==> src/rtl/updn_counter_gen.sv <==
// Parameterised up/down counter with variable step, wrap or saturate at 0..MAX_VAL,
// registered terminal-count pulses and sticky overflow/underflow flags.
module updn_counter_gen #(
    parameter int          WIDTH    = 8,
    parameter logic [31:0] MAX_VAL  = 32'((64'd1 << WIDTH) - 64'd1),
    parameter int          STEP_W   = 4,
    parameter bit          SAT_MODE = 1'b0
) (
    input  logic              clk,
    input  logic              rst_,
    input  logic              ld_cnt_,
    input  logic              updn_cnt,
    input  logic              count_enb,
    input  logic [STEP_W-1:0] step,
    input  logic [WIDTH-1:0]  data_in,
    input  logic              clr_flags,
    output logic [WIDTH-1:0]  data_out,
    output logic              tc_up,
    output logic              tc_dn,
    output logic              ovf_sticky,
    output logic              unf_sticky
);

    // One extra bit so sums and wrap corrections never truncate.
    localparam int             XW    = WIDTH + 1;
    localparam logic [WIDTH-1:0] MAX_W = MAX_VAL[WIDTH-1:0];
    localparam logic [XW-1:0]  LIM   = {1'b0, MAX_W};
    localparam logic [XW-1:0]  MOD   = LIM + XW'(1);

    logic [XW-1:0]    cur_x;
    logic [XW-1:0]    step_x;
    logic [XW-1:0]    step_m;
    logic [XW-1:0]    sum_x;
    logic [XW-1:0]    up_wrap;
    logic [XW-1:0]    dn_wrap;
    logic [WIDTH-1:0] cnt_nxt;
    logic             tc_up_nxt;
    logic             tc_dn_nxt;

    assign cur_x  = {1'b0, data_out};
    assign step_x = XW'(step);
    // Steps larger than the range are folded back into it before wrapping.
    assign step_m = step_x % MOD;
    assign sum_x  = cur_x + step_x;

    always_comb begin
        up_wrap = cur_x + step_m;
        if (up_wrap > LIM) begin
            up_wrap = up_wrap - MOD;
        end
        if (step_m > cur_x) begin
            dn_wrap = cur_x + MOD - step_m;
        end else begin
            dn_wrap = cur_x - step_m;
        end
    end

    always_comb begin
        cnt_nxt   = data_out;
        tc_up_nxt = 1'b0;
        tc_dn_nxt = 1'b0;
        if (!ld_cnt_) begin
            cnt_nxt = (data_in > MAX_W) ? MAX_W : data_in;
        end else if (count_enb && (step != '0)) begin
            if (updn_cnt) begin
                if (sum_x > LIM) begin
                    tc_up_nxt = 1'b1;
                    cnt_nxt   = SAT_MODE ? MAX_W : WIDTH'(up_wrap);
                end else begin
                    cnt_nxt = WIDTH'(sum_x);
                end
            end else begin
                if (step_x > cur_x) begin
                    tc_dn_nxt = 1'b1;
                    cnt_nxt   = SAT_MODE ? '0 : WIDTH'(dn_wrap);
                end else begin
                    cnt_nxt = WIDTH'(cur_x - step_x);
                end
            end
        end
    end

    // A terminal-count event in the same cycle as clr_flags keeps the flag set.
    always_ff @(posedge clk or negedge rst_) begin
        if (!rst_) begin
            data_out   <= '0;
            tc_up      <= 1'b0;
            tc_dn      <= 1'b0;
            ovf_sticky <= 1'b0;
            unf_sticky <= 1'b0;
        end else begin
            data_out   <= cnt_nxt;
            tc_up      <= tc_up_nxt;
            tc_dn      <= tc_dn_nxt;
            ovf_sticky <= tc_up_nxt | (ovf_sticky & ~clr_flags);
            unf_sticky <= tc_dn_nxt | (unf_sticky & ~clr_flags);
        end
    end

endmodule

==> config.mk <==
export PLATFORM = sky130hd
export DESIGN_NAME = updn_counter_gen
export DESIGN_NICKNAME = d
export VERILOG_FILES = /design/src/rtl/updn_counter_gen.sv
export SDC_FILE = /design/constraint.sdc
export NUM_CORES = 1
export LEC_CHECK = 0
export BUFFER_PORTS_ARGS = -buffer_cell sky130_fd_sc_hd__buf_2
export CAP_MARGIN = 20
export CORE_ASPECT_RATIO = 1.1
export CORE_MARGIN = 1
export CORE_UTILIZATION = 54
export DETAILED_ROUTE_END_ITERATION = 8
export GPL_TIMING_DRIVEN = 0
export PLACE_DENSITY = 0.84
export REMOVE_ABC_BUFFERS = 1
export SLEW_MARGIN = 40
export SYNTH_ARGS = -nofsm -noshare
export SYNTH_HDL_FRONTEND = slang
export SYNTH_SLANG_ARGS = --single-unit
==> constraint.sdc <==
create_clock -name clk -period 4.5 [get_ports clk]
set_clock_uncertainty 0.15 [all_clocks]
set_input_delay 0.225 -clock clk [delete_from_list [all_inputs] [get_ports clk]]
set_output_delay 0.225 -clock clk [all_outputs]
set_load 0.05 [all_outputs]
# Word-level counts from Yosys, hierarchy flattened
# Cells that the tools add are included.
# op_classes
n_eq_ne,1
bitwise_logic,5
magnitude_cmp,3
addsub,5
reduce_logical,2
n_mux,14
# op_table
operator,count
2-to-1 mux 8 bit,6
subtractor 8 x 4 -> 8 bit,2
adder 8 x 4 -> 9 bit,1
"greater-than comparator 9 x 8 -> 1 bit, second input constant",1
"adder 8 x 1 -> 8 bit, second input constant",1
greater-than comparator 4 x 8 -> 1 bit,1
"greater-than comparator 8 bit, second input constant",1
2-to-1 mux 1 bit,8
"subtractor 8 x 1 -> 8 bit, second input constant",1
nonzero test 4 bit,1
bitwise AND 1 bit,2
"!= test 2 x 1 -> 1 bit, second input constant",1
OR 1 bit,2
logical AND 1 bit,1
NOT 1 bit,1
# totals
elab_cells,35
input_bits,18
register_bits,12

# Depth between registers and ports, before layout
# Gate-level depths: netlist of run 1.
# logic_depth
ltp_word,7
depth_mapped,8

# Least setup slack after synthesis of run 1
# No wires, ideal clock.
# synth_path
path_type,flip-flop to flip-flop
start,reg data_out[0]
end,reg data_out[6]
t_arrival_ns,1.981
required_ns,4.273
slack_ns,2.291
stages_incl_launch_ff,8
cell_sequence,dfrtp_1 -> ha_1 -> fa_1 -> nor3b_1 -> o31ai_1 -> a21oi_1 -> xnor2_1 -> a21oi_1
# synth_between
elab_chain_cells,6
word_cells_on_any_way,12
# synth_lines
item,line,text
start: declaration,17,"output logic [WIDTH-1:0] data_out,"
start signal: assignment,92,data_out <= cnt_nxt;
adder 8 x 1 -> 8 bit / adder 8 x 4 -> 9 bit (equally long branches),"52, 44, 47",
subtractor 8 x 4 -> 8 bit (tied with other cells),52,dn_wrap = cur_x + MOD - step_m;
2-to-1 mux 8 bit (on tied branches),"73, 66",
2-to-1 mux 8 bit *,65,if (updn_cnt) begin
2-to-1 mux 8 bit *,64,end else if (count_enb && (step != '0)) begin
2-to-1 mux 8 bit *,62,if (!ld_cnt_) begin
# Every way passes the cells marked *; elsewhere a longest branch is shown, timed or not. The select of a mux whose other input is x is not followed.
# A chain may end at the register's enable or synchronous reset.

# Worst setup path in the final report of run 1
# Ends and elaborated chain as after synthesis.

==> results of run 1 <==
[repair_timing]
action / 4_1_cts / 5_1_grt
gates resized for setup: 0 / 0
endpoints found under the hold margin: 12 / 0
hold buffers: 1 / 0
[sequential cells by signal (all words and copies together) (netlist names)]
name / cells
data_out: 8
ovf_sticky: 1
tc_dn: 1
tc_up: 1
unf_sticky: 1
[per-layer routing]
layer | vias to the layer above | track usage [%]
met5 | - | 0
met4 | 0 | 11.3
met3 | 4 | 4.31
met2 | 22 | 45.2
met1 | 436 | 30.1
li1 | 464 | -
[synth_stat cells]
library cell  number  area [um2]
o41ai_4            1        27.5
o31ai_2            1        12.5
a21o_1             3        22.5
nor3_1             7        35.0
ha_1               8         100
nand2_1            8        30.0
o41a_1             1        11.3
inv_1              9        33.8
nor2b_1            2        12.5
a211oi_1           3        22.5
o21ai_1            1        5.00
nor2_1            12        45.0
o21a_1             1        7.51
nand3_1            4        20.0
and3_1             2        12.5
a311oi_1           1        8.76
clkbuf_1           2        7.51
nor3b_1            1        7.51
o21ai_0            1        5.00
a21oi_1           10        50.1
o21bai_1           1        7.51
mux2_2             1        11.3
a21oi_2            1        8.76
mux2i_1            2        20.0
o31ai_1            2        15.0
nand2b_1           2        12.5
a222oi_1           1        10.0
nand3b_1           2        15.0
xnor2_1            3        26.3
fa_1               2        40.0
dfrtp_1           12         300
nor4_1             1        6.26
a31oi_1            1        6.26
or4_1              1        7.51
and4_1             1        8.76
[logic make-up after synthesis]
kind of cell               share of synthesized area [%]
AOI/OAI and AO/OA                                   22.7
xor gates and xnor gates                            2.70
adders and majority gates                           14.4
buffers and inverters                               4.25
DFF                                                 30.9
muxes                                               3.22
and+or+nand+nor                                     21.9
[worst max-delay path by stage]
stage                                   end                     from
floorplan           data_out[6]$_DFFE_PN0P_  data_out[0]$_DFFE_PN0P_
global placement    data_out[6]$_DFFE_PN0P_  data_out[0]$_DFFE_PN0P_
detailed placement  data_out[6]$_DFFE_PN0P_  data_out[0]$_DFFE_PN0P_
CTS                 data_out[6]$_DFFE_PN0P_  data_out[0]$_DFFE_PN0P_
global route        data_out[6]$_DFFE_PN0P_  data_out[0]$_DFFE_PN0P_
finish              data_out[6]$_DFFE_PN0P_  data_out[0]$_DFFE_PN0P_
[worst max-delay path, stage by stage (launching register included)]
cell     delay, ps
dfrtp_1        410
ha_1           220
fa_1           400
nor3b_1        180
o31ai_1        260
a21oi_1        120
xnor2_1        180
a21oi_1         80
[per-stage QoR]
step / instances / utilization [%]
2_1_floorplan: 109 / -
3_3_place_gp: 155 / 69.3
3_5_place_dp: 155 / 69.3
4_1_cts: 160 / 72.1
5_1_grt: 160 / 72.1
6_report: 160 / 72.1
[power by group through the flow]
stage	Combinational, mW	Sequential, mW	Clock, mW
6_report	0.163	0.133	0.0833
5_1_grt	0.176	0.135	0.0898
4_1_cts	0.162	0.133	0.0870
3_5_place_dp	0.160	0.135	0
3_3_place_gp	0.155	0.133	0
2_1_floorplan	0.0801	0.168	0
[final cells by class]
class / count / share of cell area, %
multi-input cells: 88 / 53.6
flip-flops and latches: 12 / 25.5
repair buffers: 30 / 13.2
clock buffers: 4 / 3.08
inverters: 9 / 2.87
well taps: 17 / 1.81
==> results.txt, run 1 <==
status: complete, no violations
switching share of power: 40.9%
hold slack: 18.0 ps
Clock Power Share: 22.0%
fraction of power consumed by combinational cells: 42.9%
Die Span Y: 46.5 um
Hold Fails Final Rpt: 0
share of total power in sequential cells: 35.1%
initial core utilization: 59.5%
metal2 WL: 1.16 mm
hpwl dp: 1.86 mm
# DRC: 0
CTS tree: yes
worst reg2reg endpoint: data_out[6]$_DFFE_PN0P_
Seq/Total Area, Yosys: 30.9%
Mean Syn Cell Area: 8.76 um2
pre-CTS setup slack: 2390 ps
max-slew violations: 0
VDD IR max: 0.247 mV
DR WL/cell: 14.2 um
Hold Path Stages: 2
cell area after synthesis: 972 um2
DP Area: 1130 um2
Fill cells: 131
violation count after the first detailed-routing iteration: 25
GRT overflow: 0
Reg area: 300 um2
area grow syn2layout: 21.1%
first-pass iteration count of the detailed router: 5
Net count, final: 172
Internal Power: 224 uW
pwr dens: 322 nW/um2
Hold EP: data_out[2]$_DFFE_PN0P_
total power: 379 uW
final worst-path cycle share: 47.1%
htree depth: 1
commonest non-fill, non-tap cells in the layout: 29 x buf_2, 12 x nor2_1, 12 x dfrtp_1, 10 x a21oi_1, 9 x inv_1
Max FO, Critical Path: 4
# rows: 15
r2r startpoint: data_out[0]$_DFFE_PN0P_
CTS Root Cell: clkbuf_4
GPL Wtd Cong: 0.852
postcts setup bufs: 0
Ant. Diodes: 0
Hold Path Class: input port to flop
IO Count: 30
number of global-route vias before repair: 901
final setup vio count: 0
Setup WS post-layout: 2380 ps
first-pass GRT wire length: 3.70 mm
met3 WL: 83 um
area of the multi-input gates: 631 um2
M1 WL: 998 um
Hold Path Origin: data_in[2]
Total GRT Usage: 25.3%
DRT antenna net count: 0
top sig layer: met4
Critical Path Source Type: flop
Pleak: 0.609 nW
worst-case clock buffer depth: 2
Psw: 155 uW
RSZ-0062 raised after global routing: no
routed vias: 926
Worst Tran Pin Value: 624 ps
R2R cell count: 7
CTS buffer count: 3
Required @ worst endpoint: 4500 ps
port bufs: 29
routed wire length: 2.27 mm
worst skew pair latency: 270 ps
core area: 1630 um2
commonest non-fill, non-tap cell in the layout: buf_2
Yosys cell types: 35
DR vias/cell: 5.79
CP Capture Type: flop
largest net degree at the start of global routing: 13
flops & latches, synth: 12
CTS sink count: 12
fmax: 0.471 GHz
full die area: 1970 um2
fraction of layout instances using a drive strength above 1: 25.9%
crit path kind: flop to flop
Die X: 42.5 um
WP data arrival: 2120 ps
max-cap viol count: 0
post-route cell area: 1180 um2
antenna violations before repair: 0
r2r setup slk: 2380 ps
final setup TNS: 0 ps
Clock transition at path regs: 70 ps
Max-Slew Margin vs Limit: 58.3%
Mapped Cells: 111
minimum clock period: 2120 ps
YS warnings: 0
Note: power is estimated with default switching activity, not from simulation.
==> inputs of run 2 (changes only) <==
--- a/config.mk
+++ b/config.mk
@@ -9,10 +9,10 @@
 export CAP_MARGIN = 20
 export CORE_ASPECT_RATIO = 1.1
 export CORE_MARGIN = 1
-export CORE_UTILIZATION = 54
+export CORE_UTILIZATION = 50
 export DETAILED_ROUTE_END_ITERATION = 8
 export GPL_TIMING_DRIVEN = 0
-export PLACE_DENSITY = 0.84
+export PLACE_DENSITY = 0.78
 export REMOVE_ABC_BUFFERS = 1
 export SLEW_MARGIN = 40
 export SYNTH_ARGS = -nofsm -noshare
==> constraint.sdc (replaced) <==
create_clock -name clk -period 2.2 [get_ports clk]
set_clock_uncertainty 0.15 [all_clocks]
set_input_delay 0.11 -clock clk [delete_from_list [all_inputs] [get_ports clk]]
set_output_delay 0.11 -clock clk [all_outputs]
set_load 0.05 [all_outputs]
==> results.txt, run 2 (synthesis results as in run 1) <==
failing checks: DRC
fraction of layout instances using a drive strength above 1: 28.8%
first-pass iteration count of the detailed router: 6
VDD IR max: 0.570 mV
DP Area: 1130 um2
post-route cell area: 1310 um2
routed wire length: 2.60 mm
Fill cells: 144
post-route non-filler standard cell count: 171
CTS sink count: 12
Psw: 337 uW
max-slew violations: 0
Die X: 44.0 um
initial core utilization: 54.0%
commonest non-fill, non-tap cells in the layout: 29 x buf_2, 12 x nor2_1, 12 x dfrtp_1, 10 x a21oi_1, 10 x dlygate4sd3_1
# DRC: 2
commonest non-fill, non-tap cell in the layout: buf_2
Clock transition at path regs: 80 ps
fraction of power consumed by combinational cells: 45.2%
core area: 1800 um2
area grow syn2layout: 34.2%
RSZ-0062 raised after global routing: yes
fmax: 0.463 GHz
Hold Fails Final Rpt: 0
Most Crowded Layer GR: met2
port bufs: 29
total power: 816 uW
htree depth: 1
DR vias/cell: 5.83
Hold Path Class: input port to flop
Ant. Diodes: 0
full die area: 2120 um2
largest net degree at the start of global routing: 13
grt met2 use: 44.1%
IO Count: 30
Cells after DPL: 156
final core utilization: 72.4%
crit path kind: flop to flop
worst skew pair latency: 280 ps
worst-case clock buffer depth: 2
M3 GR Usage: 2.22%
WP data arrival: 2170 ps
GPL Wtd Cong: 0.802
CP Capture Type: flop
Required @ worst endpoint: 2210 ps
Worst Tran Pin Value: 624 ps
# rows: 16
Net count, final: 182
minimum clock period: 2160 ps
first-pass GRT wire length: 3.71 mm
status: finished with violations
GRT overflow: 0
antenna violations before repair: 0
routed vias: 997
Max FO, Critical Path: 4
share of total power in sequential cells: 33.4%
max-cap viol count: 0
final setup vio count: 0
met1 usage: 29.6%
pwr dens: 625 nW/um2
number of global-route vias before repair: 874
max FFs per register: 8
CTS buffer count: 3
hpwl dp: 1.79 mm
Critical Path Source Type: flop
hold slack: 32.6 ps
DR WL/cell: 15.2 um
CTS Root Cell: clkbuf_4
Pleak: 0.653 nW
DRT antenna net count: 0
final worst-path cycle share: 98.2%
Die Span Y: 48.2 um
CTS tree: yes
Internal Power: 479 uW
Max-Slew Margin vs Limit: 58.3%
switching share of power: 41.3%
r2r setup slk: 40 ps
Total GRT Usage: 24.5%
Clock Power Share: 21.4%
Top reg by flops: data_out
violation count after the first detailed-routing iteration: 28
==> run 2: cell types whose count changed in the layout (fill, tap and decap cells not counted) <==
cell	change
a211oi_2	+1
a211oi_1	-1
nor3b_1	-1
buf_4	+1
nor3b_4	+1
o31ai_1	-1
ha_2	+1
fa_2	+2
o31ai_2	+1
ha_1	-1
dlygate4sd3_1	+9
fa_1	-2
==> run 2: final timing paths <==
check	start	to	depth (start not counted)
worst max-delay path	data_out[0]$_DFFE_PN0P_	data_out[4]$_DFFE_PN0P_	9
worst min-delay path	ld_cnt_	data_out[0]$_DFFE_PN0P_	2
worst max register to register	data_out[0]$_DFFE_PN0P_	data_out[4]$_DFFE_PN0P_	9
worst min register to register	unf_sticky$_DFF_PN0_	unf_sticky$_DFF_PN0_	1
max in group asynchronous	rst_	data_out[6]$_DFFE_PN0P_	2
min in group asynchronous	rst_	unf_sticky$_DFF_PN0_	2
==> run 2: repair_timing <==
item,CTS,global route
hold endpoints to repair,22,0
setup endpoints to repair,0,2
hold buffers,10,0
gates resized for setup,0,7
setup buffers,0,1
==> run 2: per-layer routing <==
layer	wire (um)	part of all wire, %
met1	1040	40
met2	1380	53
met3	101	3.9
met4	68	2.6
met5	0	0
==> run 2: area by class of cell <==
class                   count  area (um2)  share of cell area, %
inverters                   9        33.8                   2.59
flip-flops and latches     12         300                   23.0
clock buffers               4        36.3                   2.78
multi-input cells          88         659                   50.5
well taps                  18        22.5                   1.73
repair buffers             40         253                   19.4
==> run 2: stage by stage <==
stage | TNS (ps) | setup slack (ps)
after floorplan | -16.6 | -8.64
after global placement | 0 | 158
after detailed placement | 0 | 100
after CTS | 0 | 83.2
after global routing | -95.8 | -89.3
final | 0 | 38.8
==> run 2: worst max-delay path, cell delays in order (launching register included) <==
cell and delay (ps):
dfrtp_1 420, buf_4 140, inv_1 40, ha_1 210, fa_2 360, nand3b_1 220
nand3b_1 130, a21oi_1 80, xnor2_1 210, a21oi_1 90
==> run 2: power by group through the flow <==
stage	combinational (mW)	sequential [mW]	clock, mW
floorplan	0.164	0.344	0
global placement	0.317	0.273	0
CTS	0.343	0.270	0.180
detailed placement	0.328	0.275	0
global route	0.401	0.275	0.189
finish	0.369	0.272	0.175
==> inputs of run 3 (changes only) <==
--- a/config.mk
+++ b/config.mk
@@ -11,7 +11,6 @@
 export CORE_MARGIN = 1
 export CORE_UTILIZATION = 50
 export DETAILED_ROUTE_END_ITERATION = 8
-export GPL_TIMING_DRIVEN = 0
 export PLACE_DENSITY = 0.78
 export REMOVE_ABC_BUFFERS = 1
 export SLEW_MARGIN = 40
==> results.txt, run 3 (synthesis results as in run 1) <==
status: complete, no violations
first-pass iteration count of the detailed router: 6
violation count after the first detailed-routing iteration: 20
minimum clock period: 2060 ps
# DRC: 0
Pleak: 0.652 nW
initial core utilization: 54.0%
Critical Path Source Type: flop
Setup crit start: data_out[0]$_DFFE_PN0P_
core area: 1800 um2
R2R cell count: 7
Max FO, Critical Path: 4
sum of buffers and inverters on the critical path: 0
crit path kind: flop to flop
final setup TNS: 0 ps
CTS sink count: 12
crit-path max cell delay: 400 ps
r2r startpoint: data_out[0]$_DFFE_PN0P_
largest net degree at the start of global routing: 13
GPL Wtd Cong: 0.847
Psw: 311 uW
Hold Fails Final Rpt: 0
Clock Power Share: 21.0%
pre-CTS setup slack: 193 ps
total power: 781 uW
worst skew pair latency: 260 ps
antenna violations before repair: 0
hpwl dp: 1.78 mm
fraction of layout instances using a drive strength above 1: 24.8%
WP data arrival: 2090 ps
port bufs: 29
Max-Slew Margin vs Limit: 70.1%
critical path's top delay family: adder cells
CP Capture Type: flop
CTS buffer count: 3
IO Count: 30
htree depth: 1
Critical Path End: data_out[4]$_DFFE_PN0P_
area grow syn2layout: 31.3%
Die X: 44.0 um
max-slew violations: 0
CP dominant cell by count: a21oi_1
Die Span Y: 48.2 um
max-cap viol count: 0
final worst-path cycle share: 93.6%
commonest non-fill, non-tap cells in the layout: 29 x buf_2, 12 x nor2_1, 12 x dfrtp_1, 10 x a21oi_1, 10 x dlygate4sd3_1
commonest non-fill, non-tap cell in the layout: buf_2
first-pass GRT wire length: 3.68 mm
Max stage delay cell, worst path: dfrtp_1
r2r setup slk: 140 ps
Ant. Diodes: 0
crit path cell chain: ha_1 -> fa_1 -> nor3b_1 -> o31ai_1 -> a21oi_1 -> xnor2_1 -> a21oi_1
full die area: 2120 um2
DRT antenna net count: 0
# rows: 16
routed wire length: 2.31 mm
DR vias/cell: 5.69
DR WL/cell: 13.5 um
CTS tree: yes
VDD IR max: 0.473 mV
GRT overflow: 0
routed vias: 973
final setup vio count: 0
Worst Tran Pin Value: 444 ps
Fill cells: 139
Hold Path Class: input port to flop
Net count, final: 182
Clock transition at path regs: 70 ps
Required @ worst endpoint: 2230 ps
fmax: 0.485 GHz
Internal Power: 470 uW
final core utilization: 70.8%
max FFs per register: 8
share of total power in sequential cells: 34.7%
worst reg2reg endpoint: data_out[4]$_DFFE_PN0P_
number of global-route vias before repair: 861
pwr dens: 612 nW/um2
Top reg by flops: data_out
switching share of power: 39.8%
fraction of power consumed by combinational cells: 44.3%
worst-case clock buffer depth: 2
Levels on crit path: 7
CTS Root Cell: clkbuf_4
Setup WS post-layout: 140 ps
RSZ-0062 raised after global routing: no
Total GRT Usage: 23.9%
[run 3: final cells by class]
type	instances	area (um2)	share of cell area [%]
multi-input combinational	88	631	49.4
sequential	12	300	23.5
timing repair buffer	40	253	19.8
clock buffer	4	36.3	2.84
inverter	9	33.8	2.65
tap	18	22.5	1.76
[run 3: worst min path at each step]
stage / start / to / slack [ps] / cells after the start
CTS: ld_cnt_ / data_out[6]$_DFFE_PN0P_ / 20 / 2
finish: ld_cnt_ / data_out[6]$_DFFE_PN0P_ / 30 / 2
detailed placement: rst_ / tc_dn$_DFF_PN0_ / -160 / 1
global placement: rst_ / tc_dn$_DFF_PN0_ / -160 / 1
floorplan: rst_ / data_out[0]$_DFFE_PN0P_ / -340 / 0
global route: ld_cnt_ / data_out[4]$_DFFE_PN0P_ / 70 / 2
[run 3: routing by layer]
metal  GRT usage (%)  part of all wire (%)
met1            30.6                    44
met2            40.9                    50
met3            3.33                   4.9
met4            10.9                   1.7
met5               0                     0
[run 3: per-stage QoR]
stage	hold slack [ps]	cells	area, um2
finish	32.8	171	1280
global route	68.1	171	1280
CTS	24.2	171	1280
detailed placement	-156	157	1140
global placement	-159	157	1140
floorplan	-336	109	965
[run 3: what timing repair did]
item                      4_1_cts  5_1_grt
hold buffers                   10        0
resized for setup               0        0
buffers inserted                0        0
hold endpoints to repair       22        0
[run 3: power by group through the flow]
stage                     registers [mW]  logic (mW)  clock network (mW)
after floorplan                    0.344       0.164                   0
after global placement             0.273       0.320                   0
after detailed placement           0.275       0.330                   0
after CTS                          0.270       0.344               0.171
after global routing               0.275       0.380               0.179
final                              0.271       0.346               0.164
